**config.mk**
```make
export PLATFORM = sky130hd
export DESIGN_NAME = avalon_pwm_ctrl_flat
export DESIGN_NICKNAME = d
export VERILOG_FILES = /design/src/rtl/avalon_pwm_ctrl_if.sv /design/src/rtl/avalon_pwm_ctrl.sv /design/src/flat_wrapper.sv
export SDC_FILE = /design/constraint.sdc
export NUM_CORES = 1
export LEC_CHECK = 0
export ABC_CLOCK_PERIOD_IN_PS = 12400
export CAP_MARGIN = 5
export CORE_ASPECT_RATIO = 2
export CORE_UTILIZATION = 56
export CTS_CLUSTER_SIZE = 12
export DETAILED_ROUTE_END_ITERATION = 6
export HOLD_SLACK_MARGIN = 0.05
export PLACE_DENSITY = 0.81
export SYNTH_ARGS = -nofsm -noshare
export SYNTH_HDL_FRONTEND = slang
export SYNTH_SLANG_ARGS = --single-unit
```
**constraint.sdc**
```tcl
create_clock -name clk -period 12.4 [get_ports clk]
set_clock_uncertainty 0.15 [all_clocks]
set_input_delay 3.72 -clock clk [delete_from_list [all_inputs] [get_ports clk]]
set_output_delay 3.72 -clock clk [all_outputs]
set_load 0.01 [all_outputs]
```
**src/rtl/avalon_pwm_ctrl_if.sv**
```systemverilog
// Avalon-MM slave bus bundle for avalon_pwm_ctrl (word-addressed, no waitrequest).
interface avalon_pwm_ctrl_if;
  logic [1:0]  address;
  logic        read;
  logic        write;
  logic [31:0] writedata;
  logic [31:0] readdata;

  modport master (output address, read, write, writedata, input readdata);
  modport slave  (input address, read, write, writedata, output readdata);
endinterface

```
**src/rtl/avalon_pwm_ctrl.sv**
```systemverilog
// Avalon-MM control stage driving period/duty_cycle of a downstream PWM generator.
// Optional macro PWM_CTRL_IRQ_EN enables CTRL.irq_en and the irq output.
module avalon_pwm_ctrl #(
  parameter logic [31:0] RESET_PERIOD = 32'd999,
  parameter logic [31:0] RESET_DUTY   = 32'd0
) (
  input  logic               clk,
  input  logic               reset,
  avalon_pwm_ctrl_if.slave   bus,
  output logic [31:0]        period,
  output logic [31:0]        duty_cycle,
  output logic               irq
);

  typedef enum logic [1:0] {
    REG_CTRL   = 2'd0,
    REG_PERIOD = 2'd1,
    REG_DUTY   = 2'd2,
    REG_STATUS = 2'd3
  } reg_addr_e;

`ifdef PWM_CTRL_IRQ_EN
  localparam logic [2:0] CTRL_MASK = 3'b111;
`else
  localparam logic [2:0] CTRL_MASK = 3'b011;
`endif

  logic [2:0]  ctrl_q, ctrl_d;
  logic [31:0] sper_q, sper_d;
  logic [31:0] sduty_q, sduty_d;
  logic [31:0] aper_q, aper_d;
  logic [31:0] aduty_q, aduty_d;
  logic        pend_q, pend_d;
  logic        flag_q, flag_d;
  logic [31:0] cnt_q, cnt_d;
  logic [31:0] rdata_q, rdata_d;
  logic [31:0] duty_q, duty_d;
  logic        boundary;
  logic        commit;

  assign boundary = (cnt_q > aper_q);
  assign commit   = pend_q && (boundary || ctrl_q[1]);

  always_comb begin
    ctrl_d  = ctrl_q;
    sper_d  = sper_q;
    sduty_d = sduty_q;
    aper_d  = aper_q;
    aduty_d = aduty_q;
    pend_d  = pend_q;
    flag_d  = flag_q;
    rdata_d = rdata_q;
    cnt_d   = boundary ? '0 : cnt_q + 32'd1;

    // Commit uses pre-write staging; a same-cycle staging write re-arms pending below.
    if (commit) begin
      aper_d  = sper_q;
      aduty_d = sduty_q;
      pend_d  = 1'b0;
    end

    if (bus.read) begin
      case (reg_addr_e'(bus.address))
        REG_CTRL:   rdata_d = {29'd0, ctrl_q};
        REG_PERIOD: rdata_d = sper_q;
        REG_DUTY:   rdata_d = sduty_q;
        REG_STATUS: rdata_d = {30'd0, flag_q, pend_q};
        default:    rdata_d = '0;
      endcase
    end

    if (bus.write) begin
      case (reg_addr_e'(bus.address))
        REG_CTRL: ctrl_d = bus.writedata[2:0] & CTRL_MASK;
        REG_PERIOD: begin
          sper_d = bus.writedata;
          if (ctrl_q[1]) aper_d = bus.writedata;
          else           pend_d = 1'b1;
        end
        REG_DUTY: begin
          sduty_d = bus.writedata;
          if (ctrl_q[1]) aduty_d = bus.writedata;
          else           pend_d  = 1'b1;
        end
        REG_STATUS: if (bus.writedata[1]) flag_d = 1'b0;
        default: ;
      endcase
    end

    if (boundary) flag_d = 1'b1;

    // Gate from next-state values so duty_cycle tracks active duty on the same edge.
    duty_d = ctrl_d[0] ? aduty_d : '0;
  end

  always_ff @(posedge clk or posedge reset) begin
    if (reset) begin
      ctrl_q  <= '0;
      sper_q  <= RESET_PERIOD;
      sduty_q <= RESET_DUTY;
      aper_q  <= RESET_PERIOD;
      aduty_q <= RESET_DUTY;
      pend_q  <= 1'b0;
      flag_q  <= 1'b0;
      cnt_q   <= '0;
      rdata_q <= '0;
      duty_q  <= '0;
    end else begin
      ctrl_q  <= ctrl_d;
      sper_q  <= sper_d;
      sduty_q <= sduty_d;
      aper_q  <= aper_d;
      aduty_q <= aduty_d;
      pend_q  <= pend_d;
      flag_q  <= flag_d;
      cnt_q   <= cnt_d;
      rdata_q <= rdata_d;
      duty_q  <= duty_d;
    end
  end

  assign bus.readdata = rdata_q;
  assign period       = aper_q;
  assign duty_cycle   = duty_q;

`ifdef PWM_CTRL_IRQ_EN
  assign irq = flag_q & ctrl_q[2];
`else
  assign irq = 1'b0;
`endif

endmodule

```
**src/flat_wrapper.sv**
```systemverilog
// flat-port wrapper written by rule: the top's interface ports become plain ports
module avalon_pwm_ctrl_flat 
#(
  parameter logic [31:0] RESET_PERIOD = 32'd999,
  parameter logic [31:0] RESET_DUTY   = 32'd0
)
  (clk, reset, period, duty_cycle, irq, bus_address, bus_read, bus_write, bus_writedata, bus_readdata);
  avalon_pwm_ctrl_if bus_i ();
  input  logic clk;
  input  logic reset;
  output logic [31:0] period;
  output logic [31:0] duty_cycle;
  output logic irq;
  input wire logic [$bits(bus_i.address)-1:0] bus_address;
  input wire logic [$bits(bus_i.read)-1:0] bus_read;
  input wire logic [$bits(bus_i.write)-1:0] bus_write;
  input wire logic [$bits(bus_i.writedata)-1:0] bus_writedata;
  output wire logic [$bits(bus_i.readdata)-1:0] bus_readdata;
  assign bus_i.address = bus_address;
  assign bus_i.read = bus_read;
  assign bus_i.write = bus_write;
  assign bus_i.writedata = bus_writedata;
  assign bus_readdata = bus_i.readdata;
  avalon_pwm_ctrl #(.RESET_PERIOD(RESET_PERIOD), .RESET_DUTY(RESET_DUTY)) u_core (.clk(clk), .reset(reset), .bus(bus_i), .period(period), .duty_cycle(duty_cycle), .irq(irq));
endmodule
```
### Word level (Yosys, flattened, before mapping)

Index checks and enable logic that the tools add are counted.

* bits in registers: 228
* bits in latches: 0
* memory bits (writable): 0
* memory bits (read-only): 0
* input bits: 38
* output and inout bits: 97
* logic and storage cells: 48
* memories kept: 0

* add/sub/neg operators: 1
* multiply operators: 0
* div/mod/pow operators: 0
* $lt $le $gt $ge: 1
* equality and inequality tests: 3
* shift-type cells: 0
* mux-type cells: 21
* bitwise logic cells: 0
* reduce and logical (&&, ||, !) cells: 11

Operators by type and width (number)
* 2-to-1 mux 32 bit: 10
* one-hot mux 32 bit (4 select lines): 1
* adder 32 x 1 -> 32 bit, second input constant: 1
* greater-than comparator 32 bit: 1
* 2-to-1 mux 1 bit: 10
* AND reduction 2 bit: 3
* nonzero test 2 bit: 3
* equality test 2 bit, second input constant: 2
* AND reduction 3 bit: 1
* equality test 2 x 1 -> 1 bit, second input constant: 1
* logical NOT 2 bit: 1
* OR reduction 2 bit: 1
* logical AND 1 bit: 1
* logical OR 1 bit: 1

### Depth between registers and ports, before layout

Gate-level depths: netlist of run 1.

* depth in word-level cells: 8
* depth in mapped cells: 11
* gate-level depth less buffers: 9

### Least setup slack after synthesis of run 1

Ideal clock, no wire load.

* kind: input to register
* start: input port bus_address[0]
* end: register u_core.duty_q[23] (netlist: u_core.duty_cycle[23])
* setup time: 142 ps
* arrival: 4934 ps
* required time: 12108 ps
* slack: 7174 ps
* cell stages on the path: 7
* path buffers: 3
* path through: inv_1 -> ha_1 -> clkbuf_1 -> nand3_1 -> clkbuf_1 -> clkbuf_1 -> a211oi_1

* word-level cells in the longest chain between the ends: 4
* elaborated cells on any way between the ends: 7
* those cells by class: 1 x eq/ne; 5 x mux; 1 x reduce/logical

Ends and longest elaborated chain
* from (decl): RTL line flat_wrapper.sv:14 `input wire logic [$bits(bus_i.address)-1:0] bus_address;`
* equality test 2 bit / logical NOT 2 bit (equally long branches): RTL line avalon_pwm_ctrl.sv:73 `case (reg_addr_e'(bus.address))`
* 2-to-1 mux 32 bit / 2-to-1 mux 1 bit (equally long branches): RTL line avalon_pwm_ctrl.sv:73
* 2-to-1 mux 32 bit / 2-to-1 mux 1 bit (equally long branches): RTL line avalon_pwm_ctrl.sv:72 `if (bus.write) begin`
* 2-to-1 mux 32 bit *: RTL line avalon_pwm_ctrl.sv:93 `duty_d = ctrl_d[0] ? aduty_d : '0;`
* named net u_core.duty_d[23]: RTL line avalon_pwm_ctrl.sv:37 `logic [31:0] duty_q, duty_d;`
* to (signal assigned): RTL line avalon_pwm_ctrl.sv:118 `duty_q <= duty_d;`
* to (decl): RTL line avalon_pwm_ctrl.sv:37

Mark *: on every way through the listed nets, which the timed path passes. The rest lies on a longest branch.
A chain may end at the register's enable or synchronous reset.

### Final worst setup path of run 1

* start: input port bus_address[0]
* end: register u_core.duty_q[18] (netlist: u_core.duty_cycle[18])

The elaborated chain is that of the path after synthesis.

==> results of run 1 <==
## cell type report
type	count	area, sq um	area share, %
sequential	228	5730	45.8
tap	216	270	2.16
inverter	69	267	2.13
clock inverter	2	31.3	0.250
timing repair buffer	143	1410	11.2
multi-input combinational	567	4170	33.3
clock buffer	39	636	5.08
## cells in the final DEF, fill, tap and decap left out, drive strengths merged, types with 2 or more instances in the layout
cell type	count
dfstp	16
dfrtp	212
inv	71
o22ai	30
ha	38
nor3	2
a22oi	30
clkdlybuf4s50	133
a21oi	79
and3	10
nand3	17
and2	2
mux2i	65
xor2	17
nand4	12
nor2	102
mux2	67
clkbuf	39
nand2	22
o21a	3
o21ai	7
nor4	2
buf	10
nor2b	2
and4	2
xnor2	13
nand2b	2
a211oi	32
a222oi	2
## worst paths after layout
| check | startpoint | end | slack (ps) | cells after the start |
|---|---|---|---|---|
| max reg2reg | u_core.period[30]$_DFF_PP0_ | u_core.duty_cycle[24]$_DFF_PP0_ | 8560 | 9 |
| min reg2reg | u_core.flag_q$_DFFE_PP0P_ | u_core.flag_q$_DFFE_PP0P_ | 350 | 1 |
| max in group asynchronous | reset | u_core.sper_q[31]$_DFFE_PP0P_ | 6780 | 3 |
| min in group asynchronous | reset | u_core.period[18]$_DFF_PP0_ | 3640 | 2 |
| min | u_core.flag_q$_DFFE_PP0P_ | u_core.flag_q$_DFFE_PP0P_ | 350 | 1 |
| max | bus_address[0] | u_core.duty_cycle[18]$_DFF_PP0_ | 6290 | 7 |
## metal layers
layer	GRT usage [%]	up-vias	share of wire, %
met2	50.5	261	53
met5	0	-	0
met1	31.2	3801	35
li1	-	3443	-
met4	17.9	0	6.9
met3	3.45	88	4.8
## synth_stat cells (2+ instances only)
library cell / count / area share, %
nor2_1: 102 / 3.7
buf_6: 3 / 0.32
and2_1: 2 / 0.12
and3_1: 10 / 0.60
xnor2_1: 13 / 1.1
o21ai_0: 6 / 0.29
nand2b_1: 2 / 0.12
buf_1: 6 / 0.22
inv_1: 69 / 2.5
a21oi_1: 79 / 3.8
nand4_1: 11 / 0.66
xor2_1: 17 / 1.4
clkbuf_1: 40 / 1.4
buf_12: 4 / 0.77
ha_1: 38 / 4.6
nand3_1: 17 / 0.82
dfstp_2: 16 / 4.0
nor2b_1: 2 / 0.12
mux2_2: 67 / 7.2
and4_1: 2 / 0.17
dfrtp_1: 212 / 51
o21a_1: 3 / 0.22
mux2i_1: 65 / 6.3
a222oi_1: 2 / 0.19
a22oi_1: 30 / 2.2
nand2_1: 22 / 0.79
o22ai_1: 30 / 1.8
a211oi_1: 32 / 2.3
## cells by family after synthesis
group / share of synthesized area, %
compound gates: 11.5
simple gates: 7.53
other cells: 0.0360
buf+inv: 5.31
fa+ha+maj: 4.57
xor+xnor: 2.52
mux: 13.5
flops: 55.0
## per-stage QoR
step	util, %	hold WS (ps)	instances
floorplan	-	300	918
global placement	65.0	316	1223
detailed placement	65.0	341	1223
CTS	68.6	354	1264
global route	68.6	386	1264
finish	68.6	353	1264
## sequential cells by signal, indices dropped and copies added, names as in the netlist
name,count
u_core.aduty_q,32
u_core.bus.readdata,32
u_core.cnt_q,32
u_core.duty_cycle,32
u_core.period,32
u_core.sduty_q,32
u_core.sper_q,32
u_core.ctrl_q,2
u_core.flag_q,1
u_core.pend_q,1
## report_power, final
group / internal, W / leakage, nW / switching [W] / total (W)
Combinational: 0.000369 / 2.36 / 0.000321 / 0.000690
Sequential: 0.000955 / 2.80 / 0.000162 / 0.00112
Clock: 0.000352 / 0.318 / 0.000287 / 0.000639
==> qor.yml, run 1 <==
job:
  max_cap_violations: 0
logic_synthesis:
  syn_area_sq_um: 10400
  async_reset_ff_share_pct: 100
  syn_inst: 918
  syn_avg_cell_area_sq_um: 11.3
  synth_edf_count: 0
  ys_warn_count: 0
  ys_seq_area_share_pct: 55.0
  syn-num-nets: 994
  synth_seq_cells: 228
  yosysUniqueCellTypes: 44
  ys.flop_type: "dfrtp_1"
clock_network:
  cts_made_buffers: 23
  clk_latency_ps: 530
  clock_path_buffers: 3
  htreeDepth: 1
  clock_sinks: 228
  holdBufCountCts: 0
  post_cts_resized: 0
  path_clk_slew_ps: 60
  root_buffer: "clkbuf_16"
  cts_tree: "done"
  cts_setup_buffers: 0
route:
  route.vias.total: 7593
  wirelength_um: 26100
  drc: 10
  routedWlPerCell_um: 20.6
  ant_nets: 0
  detail_route.vias_per_cell: 6.01
  drtIter0Drc: 408
  drt_first_pass_iters: 7
setup_path:
  start_kind: "primary input"
  path_class: "primary input to flip-flop"
  worstPathArrival_ps: 6290
  cpPeakStageDelay_ps: 870
  critPathSlowestCell: "nand3_4"
  worstPathCellList: "clkdlybuf4s50_1, inv_1, ha_1, buf_4, nand3_4, nor2_1, a211oi_1"
  cp_data_required_time_ps: 12590
  crit_fanout: 96
  end_kind: "flip-flop"
  worst-path-buf-inv: 3
  cp_top_family: "simple AND/OR/NAND/NOR gates"
timing:
  worst_pin_slew_ps: 1070
  relSlewSlack_pct: 28.6
  setup_tns_ps: 0
  final_hold_viol_count: 0
  finalCritPeriodShare_pct: 49.3
  rsz0062_at_grt: "false"
  slew_violations: 0
  max_freq_mhz: 164
  finalCriticalPeriod_ps: 6110
  setup_viol: 0
  fin_ws_ps: 6290
floorplanning:
  die_x_um: 98.4
  initial_core_util_pct: 57.1
  pin_count: 135
  core_area_sq_um: 18200
  design.die.area_sq_um: 19200
  num_rows: 70
  die_h_um: 195
cells_and_area:
  fin_area_sq_um: 12500
  num-fill-cells: 1344
  syn2layout_area_growth_pct: 20.1
  diodes: 0
  drive_gt1_share_pct: 12.2
  finalNetCount: 1108
power_and_ir_drop:
  leakage_nw: 5.48
  peakVddDrop_uv: 136
  p_per_area_nw_per_um2: 196
  total_power_w: 0.00245
place:
  place_area_sq_um: 11800
  dp_hpwl_um: 17500
  io_buffers: 133
  pre_cts_ws_ps: 5760
  gp_congestion: 0.864
global_routing:
  grt.total_usage_pct: 28.2
  grt-ovfl-total: 0
  grt_pass1_vias: 7900
  grt_pass1_wl_um: 41600
  antenna_found_initial: 0
  grt_max_degree: 150
status:
  violations: "DRC"
  outcome: "finished with violations"
min_path:
  hp-class: "flip-flop to flip-flop"
Power figures use the tool's default switching activity.
==> inputs of run 2 (changes only) <==
Settings changed: ABC_CLOCK_PERIOD_IN_PS 12400 to 6200.
Clock period 12.4 ns to 6.2 ns, I/O delays scaled along.
==> run 2 against run 1 <==
Effect of this change: the run still ends with DRC left; worst hold slack better by 2.4 ps; register-to-register slack worse by 6200 ps; design area is 0.14% higher; die area stayed put; global-route usage is 0.89 points higher; flip-flop and latch count stayed put; sequential share of layout area is 0.064 points lower; critical endpoint is now u_core.duty_cycle[15]$_DFF_PP0_.
==> qor.yml, run 2 (synthesis gave the netlist of run 1 again) <==
timing:
  relSlewSlack_pct: 30.8
  worst_pin_slew_ps: 1040
  setup_viol: 0
  finalCriticalPeriod_ps: 4390
  slew_violations: 0
  rsz0062_at_grt: "false"
  fin_ws_ps: 1810
  max_freq_mhz: 228
  setup_tns_ps: 0
  finalCritPeriodShare_pct: 70.8
  holdWs_ps: 355
  final_hold_viol_count: 0
setup_path:
  reg2regPathDepth: 9
  r2r-end: "u_core.duty_cycle[16]$_DFF_PP0_"
  crit_fanout: 96
  rrSetupSlack_ps: 2390
  worstPathArrival_ps: 4560
  crit_start: "bus_address[0]"
  end_kind: "flip-flop"
  path_class: "primary input to flip-flop"
  cp_data_required_time_ps: 6370
  start_kind: "primary input"
  crit_end: "u_core.duty_cycle[15]$_DFF_PP0_"
  rr_startpoint: "u_core.period[30]$_DFF_PP0_"
global_routing:
  grt_pass1_wl_um: 42700
  grt-ovfl-total: 0
  grt_pass1_vias: 7929
  antenna_found_initial: 0
  grt.total_usage_pct: 29.1
  grt_max_degree: 137
clock_network:
  root_buffer: "clkbuf_16"
  cts_tree: "done"
  cts_made_buffers: 23
  clock_path_buffers: 3
  clock_sinks: 228
  path_clk_slew_ps: 60
  holdBufCountCts: 0
  clk_latency_ps: 510
  post_cts_resized: 0
  htreeDepth: 1
  cts_setup_buffers: 0
place:
  gp_congestion: 0.835
  dp_hpwl_um: 18100
  io_buffers: 133
  pre_cts_ws_ps: 1410
  place_area_sq_um: 11900
floorplanning:
  pin_count: 135
  die_h_um: 195
  die_x_um: 98.4
  design.die.area_sq_um: 19200
  num_rows: 70
  core_area_sq_um: 18200
  initial_core_util_pct: 57.1
cells_and_area:
  syn2layout_area_growth_pct: 20.3
  layout_common_cells: "212 x dfrtp_1, 133 x clkdlybuf4s50_1, 102 x nor2_1, 79 x a21oi_1, 68 x inv_1"
  finalCoreUtilization_pct: 68.7
  diodes: 0
  finalNetCount: 1111
  drive_gt1_share_pct: 12.4
  final_common_cell: "dfrtp_1"
  fin_area_sq_um: 12500
route:
  routedWlPerCell_um: 21.3
  wirelength_um: 27000
  detail_route.vias_per_cell: 6.03
  route.vias.total: 7643
  ant_nets: 0
  drtIter0Drc: 387
  drc: 9
  drt_first_pass_iters: 7
power_and_ir_drop:
  peakVddDrop_uv: 290
  p_per_area_nw_per_um2: 391
  leakage_nw: 5.49
status:
  outcome: "finished with violations"
  violations: "DRC"
min_path:
  hp-class: "flip-flop to flip-flop"
job:
  max_cap_violations: 0
run 2: cell types whose count changed in the layout (fill, tap and decap cells not counted), sizes merged:
cell	change
inv	-1
clkinvlp	+1
buf	+3
run 2: layout make-up:
class / count / area [sq um]
fill: 1320 / 5700
tap: 216 / 270
clock buffer: 39 / 636
inverter: 69 / 263
sequential: 228 / 5730
timing repair buffer: 146 / 1440
multi-input combinational: 567 / 4170
clock inverter: 2 / 20.0
run 2: critical path, stage by stage:
cell and delay, ps:
clkdlybuf4s50_1 460, inv_1 140, ha_1 190, buf_4 430, nand3_4 880, nor2_1 460
a211oi_1 120
run 2: through the flow:
step	cells	total power, W
floorplan	918	0.00290
global placement	1226	0.00360
detailed placement	1226	0.00365
CTS	1267	0.00492
global route	1267	0.00513
finish	1267	0.00490
run 2: per-layer routing:
| metal | up-vias | part of all wire, % | wire length, um | global-route usage [%] |
|---|---|---|---|---|
| li1 | 3444 | - | - | - |
| met5 | - | 0 | 0 | 0 |
| met3 | 89 | 5.2 | 1400 | 3.56 |
| met4 | 0 | 6.1 | 1650 | 17.4 |
| met1 | 3819 | 35 | 9470 | 32.1 |
| met2 | 291 | 54 | 14500 | 52.7 |
run 2: worst min path at each step:
stage                                         start                        end  slack, ps  depth (start not counted)
after floorplan           u_core.flag_q$_DFFE_PP0P_  u_core.flag_q$_DFFE_PP0P_        300                          1
after global placement    u_core.flag_q$_DFFE_PP0P_  u_core.flag_q$_DFFE_PP0P_        320                          1
after detailed placement  u_core.flag_q$_DFFE_PP0P_  u_core.flag_q$_DFFE_PP0P_        340                          1
after CTS                 u_core.cnt_q[0]$_DFF_PP0_  u_core.cnt_q[0]$_DFF_PP0_        360                          1
after global routing      u_core.cnt_q[0]$_DFF_PP0_  u_core.cnt_q[0]$_DFF_PP0_        380                          1
final                     u_core.cnt_q[0]$_DFF_PP0_  u_core.cnt_q[0]$_DFF_PP0_        360                          1
run 2: power breakdown:
part / total (W) / switching (W) / internal (W)
logic: 0.00139 / 0.000650 / 0.000740
clock network: 0.00126 / 0.000557 / 0.000698
registers: 0.00226 / 0.000345 / 0.00191
